===== config.mk =====
export PLATFORM = sky130hd
export DESIGN_NAME = ram_byte_bridge
export DESIGN_NICKNAME = d
export VERILOG_FILES = /design/src/rtl/ram_byte_bridge_pkg.sv /design/src/rtl/ram_byte_bridge_rd_tag_pipe.sv /design/src/rtl/ram_byte_bridge.sv
export SDC_FILE = /design/constraint.sdc
export NUM_CORES = 1
export LEC_CHECK = 0
export CAP_MARGIN = 20
export CORE_MARGIN = 3
export CORE_UTILIZATION = 38
export DETAILED_ROUTE_END_ITERATION = 6
export PLACE_DENSITY = 0.62
export SLEW_MARGIN = 10
export SYNTH_ARGS = -nofsm -noshare
export SYNTH_HDL_FRONTEND = slang
export SYNTH_SLANG_ARGS = --single-unit

===== constraint.sdc =====
create_clock -name clk -period 3.8 [get_ports clk]
set_input_delay 0.57 -clock clk [delete_from_list [all_inputs] [get_ports clk]]
set_output_delay 0.57 -clock clk [all_outputs]
set_load 0.02 [all_outputs]

===== src/rtl/ram_byte_bridge_pkg.sv =====
// Shared encodings, widths and helpers for the word-to-byte RAM bridge.
package ram_byte_bridge_pkg;

    localparam int unsigned REG_BUS   = 32;
    localparam int unsigned NUM_LANES = 4;
    localparam int unsigned LANE_W    = 2;

    localparam logic [1:0] ST_IDLE   = 2'd0;
    localparam logic [1:0] ST_ACCESS = 2'd1;
    localparam logic [1:0] ST_DONE   = 2'd2;

    typedef struct packed {
        logic              valid;
        logic [LANE_W-1:0] lane;
    } rd_tag_t;

    // Lowest enabled lane at or above start; the top bit flags that one exists.
    function automatic logic [LANE_W:0] next_lane(input logic [NUM_LANES-1:0] sel,
                                                  input logic [LANE_W:0]      start);
        logic [LANE_W:0] res;
        res = '0;
        for (int k = NUM_LANES - 1; k >= 0; k--) begin
            if (sel[k] && ((LANE_W+1)'(k) >= start)) begin
                res = {1'b1, LANE_W'(k)};
            end
        end
        return res;
    endfunction

endpackage


===== src/rtl/ram_byte_bridge_rd_tag_pipe.sv =====
// Delay line of read lane tags, aligned to the external memory read latency.
module ram_byte_bridge_rd_tag_pipe
    import ram_byte_bridge_pkg::*;
#(
    parameter int unsigned DEPTH = 1
) (
    input  logic              clk,
    input  logic              rst,
    input  logic              issue_i,
    input  logic [LANE_W-1:0] issue_lane_i,
    output logic              cap_en_o,
    output logic [LANE_W-1:0] cap_lane_o
);

    rd_tag_t [DEPTH-1:0] pipe_q;

    always_ff @(posedge clk or negedge rst) begin
        if (!rst) begin
            pipe_q <= '0;
        end else begin
            pipe_q[0] <= {issue_i, issue_lane_i};
            for (int i = 1; i < DEPTH; i++) begin
                pipe_q[i] <= pipe_q[i-1];
            end
        end
    end

    assign cap_en_o   = pipe_q[DEPTH-1].valid;
    assign cap_lane_o = pipe_q[DEPTH-1].lane;

endmodule


===== src/rtl/ram_byte_bridge.sv =====
// Serves word-wide byte-selected RAM requests from a byte-wide external memory,
// one access per enabled lane, finishing with a one-cycle ready pulse.
module ram_byte_bridge
    import ram_byte_bridge_pkg::*;
#(
    parameter int unsigned ADDR_W = 17,
    parameter int unsigned RD_LAT = 1
) (
    input  logic                 clk,
    input  logic                 rst,
    input  logic                 ram_ce_i,
    input  logic                 ram_we_i,
    input  logic [REG_BUS-1:0]   ram_addr_i,
    input  logic [NUM_LANES-1:0] ram_sel_i,
    input  logic [REG_BUS-1:0]   ram_data_i,
    output logic [REG_BUS-1:0]   ram_data_o,
    output logic                 ram_ready_o,
    output logic [ADDR_W-1:0]    ext_addr_o,
    output logic                 ext_we_o,
    output logic [7:0]           ext_dout_o,
    input  logic [7:0]           ext_din_i
);

    logic [1:0]           state_q, state_d;
    logic                 we_q, we_d;
    logic [ADDR_W-3:0]    addr_q, addr_d;
    logic [NUM_LANES-1:0] sel_q, sel_d;
    logic [REG_BUS-1:0]   wdata_q, wdata_d;
    logic [LANE_W-1:0]    lane_q, lane_d;
    logic                 drain_q, drain_d;
    logic [1:0]           drain_cnt_q, drain_cnt_d;
    logic [REG_BUS-1:0]   rd_buf_q, rd_buf_d;
    logic [REG_BUS-1:0]   rdata_q, rdata_d;
    logic [ADDR_W-1:0]    ext_addr_q, ext_addr_d;
    logic                 ext_we_q, ext_we_d;
    logic [7:0]           ext_dout_q, ext_dout_d;

    logic                 issue;
    logic                 cap_en;
    logic [LANE_W-1:0]    cap_lane;
    logic [LANE_W:0]      first_lane;
    logic [LANE_W:0]      nxt_lane;
    logic                 unused_addr;

    assign unused_addr = ^{ram_addr_i[REG_BUS-1:ADDR_W], ram_addr_i[1:0]};
    assign first_lane  = next_lane(ram_sel_i, '0);
    assign nxt_lane    = next_lane(sel_q, {1'b0, lane_q} + 1'b1);
    assign issue       = (state_q == ST_ACCESS) && !drain_q && !we_q;

    ram_byte_bridge_rd_tag_pipe #(
        .DEPTH(RD_LAT)
    ) u_rd_tag_pipe (
        .clk         (clk),
        .rst         (rst),
        .issue_i     (issue),
        .issue_lane_i(lane_q),
        .cap_en_o    (cap_en),
        .cap_lane_o  (cap_lane)
    );

    // External outputs are registered, so each lane is loaded one cycle ahead.
    always_comb begin
        state_d     = state_q;
        we_d        = we_q;
        addr_d      = addr_q;
        sel_d       = sel_q;
        wdata_d     = wdata_q;
        lane_d      = lane_q;
        drain_d     = drain_q;
        drain_cnt_d = drain_cnt_q;
        rd_buf_d    = rd_buf_q;
        rdata_d     = rdata_q;
        ext_addr_d  = ext_addr_q;
        ext_we_d    = 1'b0;
        ext_dout_d  = ext_dout_q;

        if (cap_en) begin
            rd_buf_d[{cap_lane, 3'b000} +: 8] = ext_din_i;
        end

        case (state_q)
            ST_IDLE: begin
                if (ram_ce_i) begin
                    we_d     = ram_we_i;
                    addr_d   = ram_addr_i[ADDR_W-1:2];
                    sel_d    = ram_sel_i;
                    wdata_d  = ram_data_i;
                    rd_buf_d = '0;
                    drain_d  = 1'b0;
                    if (first_lane[LANE_W]) begin
                        state_d    = ST_ACCESS;
                        lane_d     = first_lane[LANE_W-1:0];
                        ext_addr_d = {ram_addr_i[ADDR_W-1:2], first_lane[LANE_W-1:0]};
                        ext_we_d   = ram_we_i;
                        ext_dout_d = ram_data_i[{first_lane[LANE_W-1:0], 3'b000} +: 8];
                    end else begin
                        state_d = ST_DONE;
                    end
                end
            end
            ST_ACCESS: begin
                if (!drain_q) begin
                    if (nxt_lane[LANE_W]) begin
                        lane_d     = nxt_lane[LANE_W-1:0];
                        ext_addr_d = {addr_q, nxt_lane[LANE_W-1:0]};
                        ext_we_d   = we_q;
                        ext_dout_d = wdata_q[{nxt_lane[LANE_W-1:0], 3'b000} +: 8];
                    end else if (we_q) begin
                        state_d = ST_DONE;
                    end else begin
                        drain_d     = 1'b1;
                        drain_cnt_d = 2'(RD_LAT - 1);
                    end
                end else if (drain_cnt_q == 2'd0) begin
                    state_d = ST_DONE;
                    drain_d = 1'b0;
                    rdata_d = rd_buf_d;
                end else begin
                    drain_cnt_d = drain_cnt_q - 2'd1;
                end
            end
            ST_DONE: state_d = ST_IDLE;
            default: state_d = ST_IDLE;
        endcase
    end

    always_ff @(posedge clk or negedge rst) begin
        if (!rst) begin
            state_q     <= ST_IDLE;
            we_q        <= 1'b0;
            addr_q      <= '0;
            sel_q       <= '0;
            wdata_q     <= '0;
            lane_q      <= '0;
            drain_q     <= 1'b0;
            drain_cnt_q <= '0;
            rd_buf_q    <= '0;
            rdata_q     <= '0;
            ext_addr_q  <= '0;
            ext_we_q    <= 1'b0;
            ext_dout_q  <= '0;
        end else begin
            state_q     <= state_d;
            we_q        <= we_d;
            addr_q      <= addr_d;
            sel_q       <= sel_d;
            wdata_q     <= wdata_d;
            lane_q      <= lane_d;
            drain_q     <= drain_d;
            drain_cnt_q <= drain_cnt_d;
            rd_buf_q    <= rd_buf_d;
            rdata_q     <= rdata_d;
            ext_addr_q  <= ext_addr_d;
            ext_we_q    <= ext_we_d;
            ext_dout_q  <= ext_dout_d;
        end
    end

    assign ram_data_o  = rdata_q;
    assign ram_ready_o = (state_q == ST_DONE);
    assign ext_addr_o  = ext_addr_q;
    assign ext_we_o    = ext_we_q;
    assign ext_dout_o  = ext_dout_q;

endmodule

======== Word-level counts from Yosys, hierarchy flattened ========
Cells that the tools add are included.
cells by class
  $add $sub $neg .......................... 3
  reductions and logical operators ........ 17
  eq/ne operators ......................... 12
  shifts and indexed selects .............. 4
  $lt $le $gt $ge ......................... 4
  mux-type cells .......................... 49
operator list
  operator                  number
  $mux W32                  3
  $mux W17                  4
  $shiftx A32 B6 Y8         2
  $pmux W17 S2              1
  $bwmux W32                1
  $mux W8                   4
  $shift A8 B7 Y32 const A  1
  $shiftx A8 B7 Y32         1
  $mux W2                   14
  $mux W3                   8
  $pmux W8 S2               1
  $ne A2 B2 Y1 const B      6
  $mux W1                   9
  $pmux W2 S2               2
  $reduce_and A4 Y1         2
  $neg A5 Y7                1
  $ge A1 B3 Y1 const A      2
  $ge A2 B3 Y1 const A      2
  $logic_and A1 B1 Y1       6
  $ne A3 B3 Y1 const B      2
  $reduce_and A5 Y1         1
  $logic_not A2 Y1          2
  $pmux W1 S2               2
  $reduce_and A2 Y1         2
  9 further kinds           10
storage, ports and cells
  bits in registers ....................... 152
  logic and storage cells ................. 104
  bits of input ports ..................... 80

======== Logic depth before layout (Yosys ltp) ========
Gate-level depths: netlist (run 1).
  word-level depth ........................ 11
  depth in mapped cells ................... 8
  depth with buffers taken out ............ 6

======== Cells and area by module ========
Synthesis (run 1) repeated with hierarchy kept, for this count alone.
unflattened totals
  cells, all modules ...................... 616
  area total of the unflattened synthesis .. 6667.6 µm²
by module, submodules not included
  module                       instances  sequential area each (µm²)  cells an instance  area an instance (µm²)
  ram_byte_bridge              1          3653.5                      613                6592.6
  ram_byte_bridge_rd_tag_pipe  1          75.1                        3                  75.1

======== Least setup slack after synthesis (run 1) ========
OpenSTA, ideal clock, no wires.
  path kind ............................... input to register
  from .................................... in ram_sel_i[1]
  to ...................................... reg ext_dout_q[1], in the netlist ext_dout_o[1]
  required time ........................... 3.708 ns
  stages on the path ...................... 7
  path buffers ............................ 2
  arrival ................................. 1.782 ns
  slack ................................... 1.926 ns
  path through ............................ clkbuf_1 inv_1 a21oi_1 buf_2 a21oi_1 a221o_1 o31ai_2
on the way
  cells in the longest elaborated chain, start to end .. 6
  elaborated cells between the ends (all ways) .. 8
  those cells by class .................... eq/ne: 1; shift: 1; mux: 5; reduce/logical: 1
RTL lines
  what                    RTL line                   text
  start, declared         ram_byte_bridge.sv:14      input logic [NUM_LANES-1:0] ram_sel_i,
  $mux W3 * (2 in a row)  ram_byte_bridge_pkg.sv:23  if (sel[k] && ((LANE_W+1)'(k) >= start)) begin
  $shiftx A32 B6 Y8       ram_byte_bridge.sv:95      ext_dout_d = ram_data_i[{first_lane[LANE_W-1:0], 3'b000} +: 8];
  $mux W8                 ram_byte_bridge.sv:90      if (first_lane[LANE_W]) begin
  $mux W8                 ram_byte_bridge.sv:83      if (ram_ce_i) begin
  $pmux W8 S2             ram_byte_bridge.sv:81      case (state_q)
  end signal, assigned    ram_byte_bridge.sv:155     ext_dout_q <= ext_dout_d;
  end, declared           ram_byte_bridge.sv:36      logic [7:0] ext_dout_q, ext_dout_d;
Mark *: on every way between the ends. The rest lies on a longest branch, timed or not. The select of a mux whose other input is x is not followed.
A chain may end at the register's enable or synchronous reset.

======== Worst setup path after layout (run 1) ========
  from .................................... reg ext_addr_q[1], in the netlist ext_addr_o[1]
  to ...................................... out ext_addr_o[1]
RTL lines
  what                    RTL line                text
  start, declared         ram_byte_bridge.sv:34   logic [ADDR_W-1:0] ext_addr_q, ext_addr_d;
  start signal, assigned  ram_byte_bridge.sv:153  ext_addr_q <= ext_addr_d;
  end, declared           ram_byte_bridge.sv:18   output logic [ADDR_W-1:0] ext_addr_o,
No word-level cell between the ends.

==> results of run 1 <==
==> state kept, by name (all words and copies together), names as in the netlist, 2 cells and up <==
name / cells
drain_cnt_q: 2
ext_dout_o: 8
u_rd_tag_pipe.cap_lane_o: 2
sel_q: 3
wdata_q: 32
state_q: 2
rd_buf_q: 32
addr_q: 15
ram_data_o: 32
ext_addr_o: 16
==> logic make-up after synthesis <==
| family | Yosys count | share of synthesized area, % |
|---|---|---|
| buf+inv | 46 | 3.13 |
| simple gates | 217 | 14.7 |
| flops | 149 | 56.2 |
| mux | 49 | 8.28 |
| compound gates | 162 | 16.5 |
| fa+ha+maj | 6 | 1.13 |
==> layer usage <==
layer,track usage (%),up-vias
li1,-,2447
met1,23.4,2576
met2,29.2,171
met3,4.42,19
met4,6.45,0
met5,0,-
==> synth_stat cells (9+ instances only) <==
cell	n	share of area (%)
sky130_fd_sc_hd__dfrtp_1	149	56
sky130_fd_sc_hd__nand2_1	97	5.5
sky130_fd_sc_hd__nor2_1	72	4.1
sky130_fd_sc_hd__o21ai_0	53	4.0
sky130_fd_sc_hd__mux2_2	47	8.0
sky130_fd_sc_hd__a22oi_1	33	3.7
sky130_fd_sc_hd__a21oi_1	20	1.5
sky130_fd_sc_hd__a31oi_1	16	1.5
sky130_fd_sc_hd__buf_2	16	1.2
sky130_fd_sc_hd__clkbuf_1	16	0.91
sky130_fd_sc_hd__inv_1	12	0.68
sky130_fd_sc_hd__nand2b_1	11	1.0
sky130_fd_sc_hd__nor3_1	10	0.75
sky130_fd_sc_hd__a211oi_1	9	1.0
==> metrics by stage <==
step | hold slack (ns) | setup WS [ns] | total power [mW] | utilization (%)
floorplan | 0.274 | 1.93 | 4.28 | -
global placement | 0.462 | 1.09 | 5.17 | 47.8
detailed placement | 0.470 | 1.07 | 5.24 | 47.8
CTS | 0.272 | 1.15 | 6.86 | 51.1
global route | 0.309 | 1.03 | 7.23 | 51.2
finish | 0.231 | 1.22 | 6.81 | 51.2
==> path summary, 6_finish.rpt <==
check | endpoint | slack (ns)
worst max register to register | ext_dout_o[3] | 1.27
max in group asynchronous | wdata_q[9] | 2.70
worst min register to register | ram_data_o[12] | 0.47
worst min-delay path | ram_data_o[28] | 0.23
worst max-delay path | ext_addr_o[1] | 1.22
min in group clk | ram_data_o[12] | 0.47
==> cell type report <==
class                      count  area [sq um]  share of cell area (%)
clock buffer                  26           509                    5.91
clock inverter                 4          45.0                   0.523
inverter                      12          45.0                   0.523
multi-input combinational    434          2710                    31.5
sequential                   149          3730                    43.3
tap                          220           275                    3.19
timing repair buffer         128          1300                    15.1
==> power by group <==
part / internal (mW) / leakage [nW] / total, mW / switching, mW
Combinational: 1.20 / 1.47 / 2.70 / 1.50
Clock: 0.977 / 0.276 / 1.59 / 0.612
Sequential: 2.13 / 1.89 / 2.52 / 0.392
==> cells in the final DEF (no fill, tap or decap), types with 2 or more instances in the layout <==
master and n:
sky130_fd_sc_hd__clkdlybuf4s50_1 120, sky130_fd_sc_hd__buf_4 4, sky130_fd_sc_hd__nand2b_1 11, sky130_fd_sc_hd__a31oi_1 16, sky130_fd_sc_hd__o22ai_1 7, sky130_fd_sc_hd__a221o_1 3
sky130_fd_sc_hd__o31a_1 2, sky130_fd_sc_hd__nand2_1 97, sky130_fd_sc_hd__inv_1 12, sky130_fd_sc_hd__nor4_2 3, sky130_fd_sc_hd__o31ai_2 3, sky130_fd_sc_hd__ha_1 6
sky130_fd_sc_hd__nor3_1 10, sky130_fd_sc_hd__o41ai_2 3, sky130_fd_sc_hd__clkbuf_16 17, sky130_fd_sc_hd__nor2b_1 3, sky130_fd_sc_hd__and2_1 3, sky130_fd_sc_hd__dfrtp_1 149
sky130_fd_sc_hd__and2b_1 2, sky130_fd_sc_hd__a22oi_1 33, sky130_fd_sc_hd__buf_12 3, sky130_fd_sc_hd__clkinv_2 3, sky130_fd_sc_hd__a21oi_1 20, sky130_fd_sc_hd__clkbuf_1 4
sky130_fd_sc_hd__a2111oi_0 3, sky130_fd_sc_hd__nor2_2 3, sky130_fd_sc_hd__nor4_1 2, sky130_fd_sc_hd__clkbuf_8 5, sky130_fd_sc_hd__nand3_1 3, sky130_fd_sc_hd__mux2_2 47
sky130_fd_sc_hd__a211oi_1 9, sky130_fd_sc_hd__mux2i_1 2, sky130_fd_sc_hd__o21ai_0 53, sky130_fd_sc_hd__nor2_1 72
==> results.ini, run 1 <==
[run_status]
status=finished clean

[yosys]
syn_area_sq_um=6630
synth_edf_count=0
yosysWarnings=0
syn_area_per_cell_sq_um=10.5
async_flop_share_pct=100
seq_area_frac_synth_pct=56.2
ys_ff_latch=149
synth_cell_type_count=46
postSynthCellCount=629
synth_top_flop_cell=sky130_fd_sc_hd__dfrtp_1
mappedNetlistNets=715

[placed_design]
post_detailed_placement_cell_area_sq_um=8040
finalWeightedCongestion=0.810
buffer_ports.inserted=121
placed_insts=942
post-dp-hpwl_um=11300

[detailed_routing]
finalWirelength_um=16800
drt_pre_antenna_iters=5
drc=0
wirelength_met1_um=7530
post_drt_via_cell_ratio=5.36
routedWlPerCell_um=17.3
dr.max_layer_used=met4
route.vias.total=5213
dr_wl_met3_um=983
antenna_left=0
initialDrtViolationCount=238
wl_met2_um=8100

[timing]
setup-violations-final=0
grt_setup_unrepaired=no
final.min_clock_period_ns=2.58
fmaxAchievable_mhz=388
timing_max_transition_violations_final=0
worst_slew_slack_as_a_fraction_of_its_limit_pct=41.7
layout_worst_path_cycle_share_pct=67.8
setup_tns_ns=0
fin_worst_skew_ns=0.00738
worstMarginPinSlew_ns=0.874
timing_hold_violations_final=0

[worst_setup_path]
cp_slowest_stage_delay_ns=0.82
crit_path_cell_trace=clkdlybuf4s50_1
worst_path_arrival_ns=2.01
timing.critical_path.required_ns=3.23
worstPathBufferInverterCount=1
setup.worst_path.end_class=output pin
launching_instance_or_port_of_the_critical_path=ext_addr_o[1]
crit_path_max_fanout=19
worst_r2r_path_depth=5
critPathSlowestCell=sky130_fd_sc_hd__dfrtp_1
worstReg2RegStart=state_q[0]
worst_path_class_setup=flop to output pin
cpLargestDelayFamily=flip-flops
cell_count_along_the_critical_path=1
setup.worst_path.start_class=flop

[clock_tree]
clock_tree.buffer_depth=2
postCtsHoldBufs=0
worstSkewPairLatency_ns=0.42
postCtsSetupRepairBufs=0
ctsRootBufferMaster=sky130_fd_sc_hd__clkbuf_16
htreeDepth=4
cts.repair.resized=0
numCtsBuffers=17
tritoncts=built
clk_pin_slew_worst_paths_ns=0.06
tritoncts_num_sinks=149

[finish]
diodes=0
finalNetCount=828
filler_cell_count=1544
layoutNonFillerInstCount=973
design_area_sq_um=8620
area_growth_syn_to_layout_pct=29.9
fraction_of_layout_cells_with_a_size_suffix_above_1_pct=13.8

[pwr]
vdd.ir_drop.worst_v=0.000393
power_per_cell_area_nw_per_um2=790
leakagePower_nw=3.64

[floorplan]
die-area_sq_um=19100
core_area_sq_um=16800
std_cell_rows=47
design.portCount=139
die_height_um=138
die_w_um=138
start_util_pct=39.4

[global_route]
antenna_found_initial=0
globalRouteTotalUtil_pct=17.9
first_global_vias=5356
grt_overflow_total=0
first_pass_grt_wire_length_um=27700
grt_max_degree=97

[hold_path]
worstHoldPathType=input pin to async pin

[flow_run]
drv_cap=0

Note: power is estimated with default switching activity, not from simulation.
==> inputs of run 2 (changes only) <==
- clock period: 3.8 -> 2.4 ns (I/O delays scaled with it)
==> results.ini, run 2 (synthesized netlist as in run 1, its figures left out) <==
[global_route]
grt_overflow_total=0
first_global_vias=5438
antenna_found_initial=0
globalRouteTotalUtil_pct=18.4
grt_max_degree=65
first_pass_grt_wire_length_um=28700

[flow_run]
drv_cap=0

[timing]
worst_slew_slack_as_a_fraction_of_its_limit_pct=48.6
layout_worst_path_cycle_share_pct=87.8
setup_tns_ns=0
fin_worst_skew_ns=0.00564
timing_max_transition_violations_final=0
final.min_clock_period_ns=2.11
worstMarginPinSlew_ns=0.770
grt_setup_unrepaired=no
fmaxAchievable_mhz=474
setup_slack_ns=0.293
timing_hold_violations_final=0
setup-violations-final=0
timing.hold.ws_ns=0.440

[clock_tree]
tritoncts_num_sinks=149
cts.repair.resized=0
htreeDepth=4
clk_pin_slew_worst_paths_ns=0.06
ctsRootBufferMaster=sky130_fd_sc_hd__clkbuf_16
numCtsBuffers=17
tritoncts=built
worstSkewPairLatency_ns=0.41
postCtsSetupRepairBufs=0
clock_tree.buffer_depth=2

[finish]
layoutNonFillerInstCount=996
finalNetCount=851
area_growth_syn_to_layout_pct=33.9
fraction_of_layout_cells_with_a_size_suffix_above_1_pct=16.6
diodes=0
final_common_cell=sky130_fd_sc_hd__dfrtp_1
layout.cells.most_common_list=149 x sky130_fd_sc_hd__dfrtp_1, 120 x sky130_fd_sc_hd__clkdlybuf4s50_1, 97 x sky130_fd_sc_hd__nand2_1
area_of_all_sequential_standard_cells_sq_um=3730
filler_cell_count=1554
multi_input_comb_area_sq_um=2720

[worst_setup_path]
setup.worst_path.start_class=flop
cp_slowest_stage_delay_ns=0.66
critPathSlowestCell=sky130_fd_sc_hd__clkdlybuf4s50_1
cpLargestDelayFamily=buffers and inverters
worst_path_arrival_ns=1.75
worstPathBufferInverterCount=2
setup.worst_path.end_class=output pin
crit_path_cell_trace=buf_4 > clkdlybuf4s50_1
worst_path_class_setup=flop to output pin
crit_path_max_fanout=18
timing.critical_path.required_ns=2.04

[floorplan]
start_util_pct=39.4
die_w_um=138
design.portCount=139
core_area_sq_um=16800
die_height_um=138
die-area_sq_um=19100
std_cell_rows=47

[hold_path]
worstHoldPathType=input pin to async pin

[detailed_routing]
drt_pre_antenna_iters=5
drc=0
routedWlPerCell_um=17.8
post_drt_via_cell_ratio=5.34
finalWirelength_um=17700
route.vias.total=5320
antenna_left=0
initialDrtViolationCount=312

[placed_design]
placed_insts=964
dpl_worst_slack_ns=0.0515
post-dp-hpwl_um=12100
buffer_ports.inserted=121
finalWeightedCongestion=0.874

[pwr]
leakagePower_nw=3.79
power_per_cell_area_nw_per_um2=1280
p_total_mw=11.4
vdd.ir_drop.worst_v=0.000660

[run_status]
status=finished clean

[run 2: power by group]
group / internal [mW] / leakage, nW / switching (mW)
Clock: 1.91 / 0.311 / 0.988
Sequential: 3.37 / 1.89 / 0.555
Combinational: 2.01 / 1.58 / 2.57
[run 2: per-stage QoR]
step | utilization, % | cell area (sq um)
after floorplan | - | 6630
after global placement | 48.9 | 8220
after detailed placement | 48.9 | 8220
after CTS | 52.8 | 8880
after global routing | 52.8 | 8880
final | 52.8 | 8880
[run 2: cell type report]
cell class | instances | area share [%]
clock buffers | 21 | 5.30
clock inverters | 9 | 1.97
inverters | 12 | 0.507
multi-input cells | 435 | 30.6
flip-flops and latches | 149 | 42.0
well taps | 220 | 3.10
repair buffers | 150 | 16.5
[run 2: final timing paths]
check                            endpoint  cells past startpoint  slack, ns            from
min in group clk           ram_data_o[14]                      2       0.48  ram_data_o[14]
setup reg to reg            ext_dout_o[1]                      7       0.35       lane_q[0]
setup / recovery            ext_addr_o[1]                      2       0.29   ext_addr_o[1]
hold reg to reg            ram_data_o[14]                      2       0.48  ram_data_o[14]
max in group asynchronous  ext_addr_o[16]                      3       1.32             rst
hold / removal             ram_data_o[17]                      2       0.44             rst
[run 2: timing repair]
action / in CTS / in global routing
hold buffers: 1 / 0
endpoints found under the hold margin: 41 / 0
setup endpoints to repair: 0 / 1
[run 2: metal layers]
layer | vias to the layer above | routed length (um) | track usage [%]
li1 | 2507 | - | -
met1 | 2637 | 8060 | 24.7
met2 | 152 | 8500 | 29.7
met3 | 24 | 882 | 4.77
met4 | 0 | 258 | 5.04
met5 | - | 0 | 0
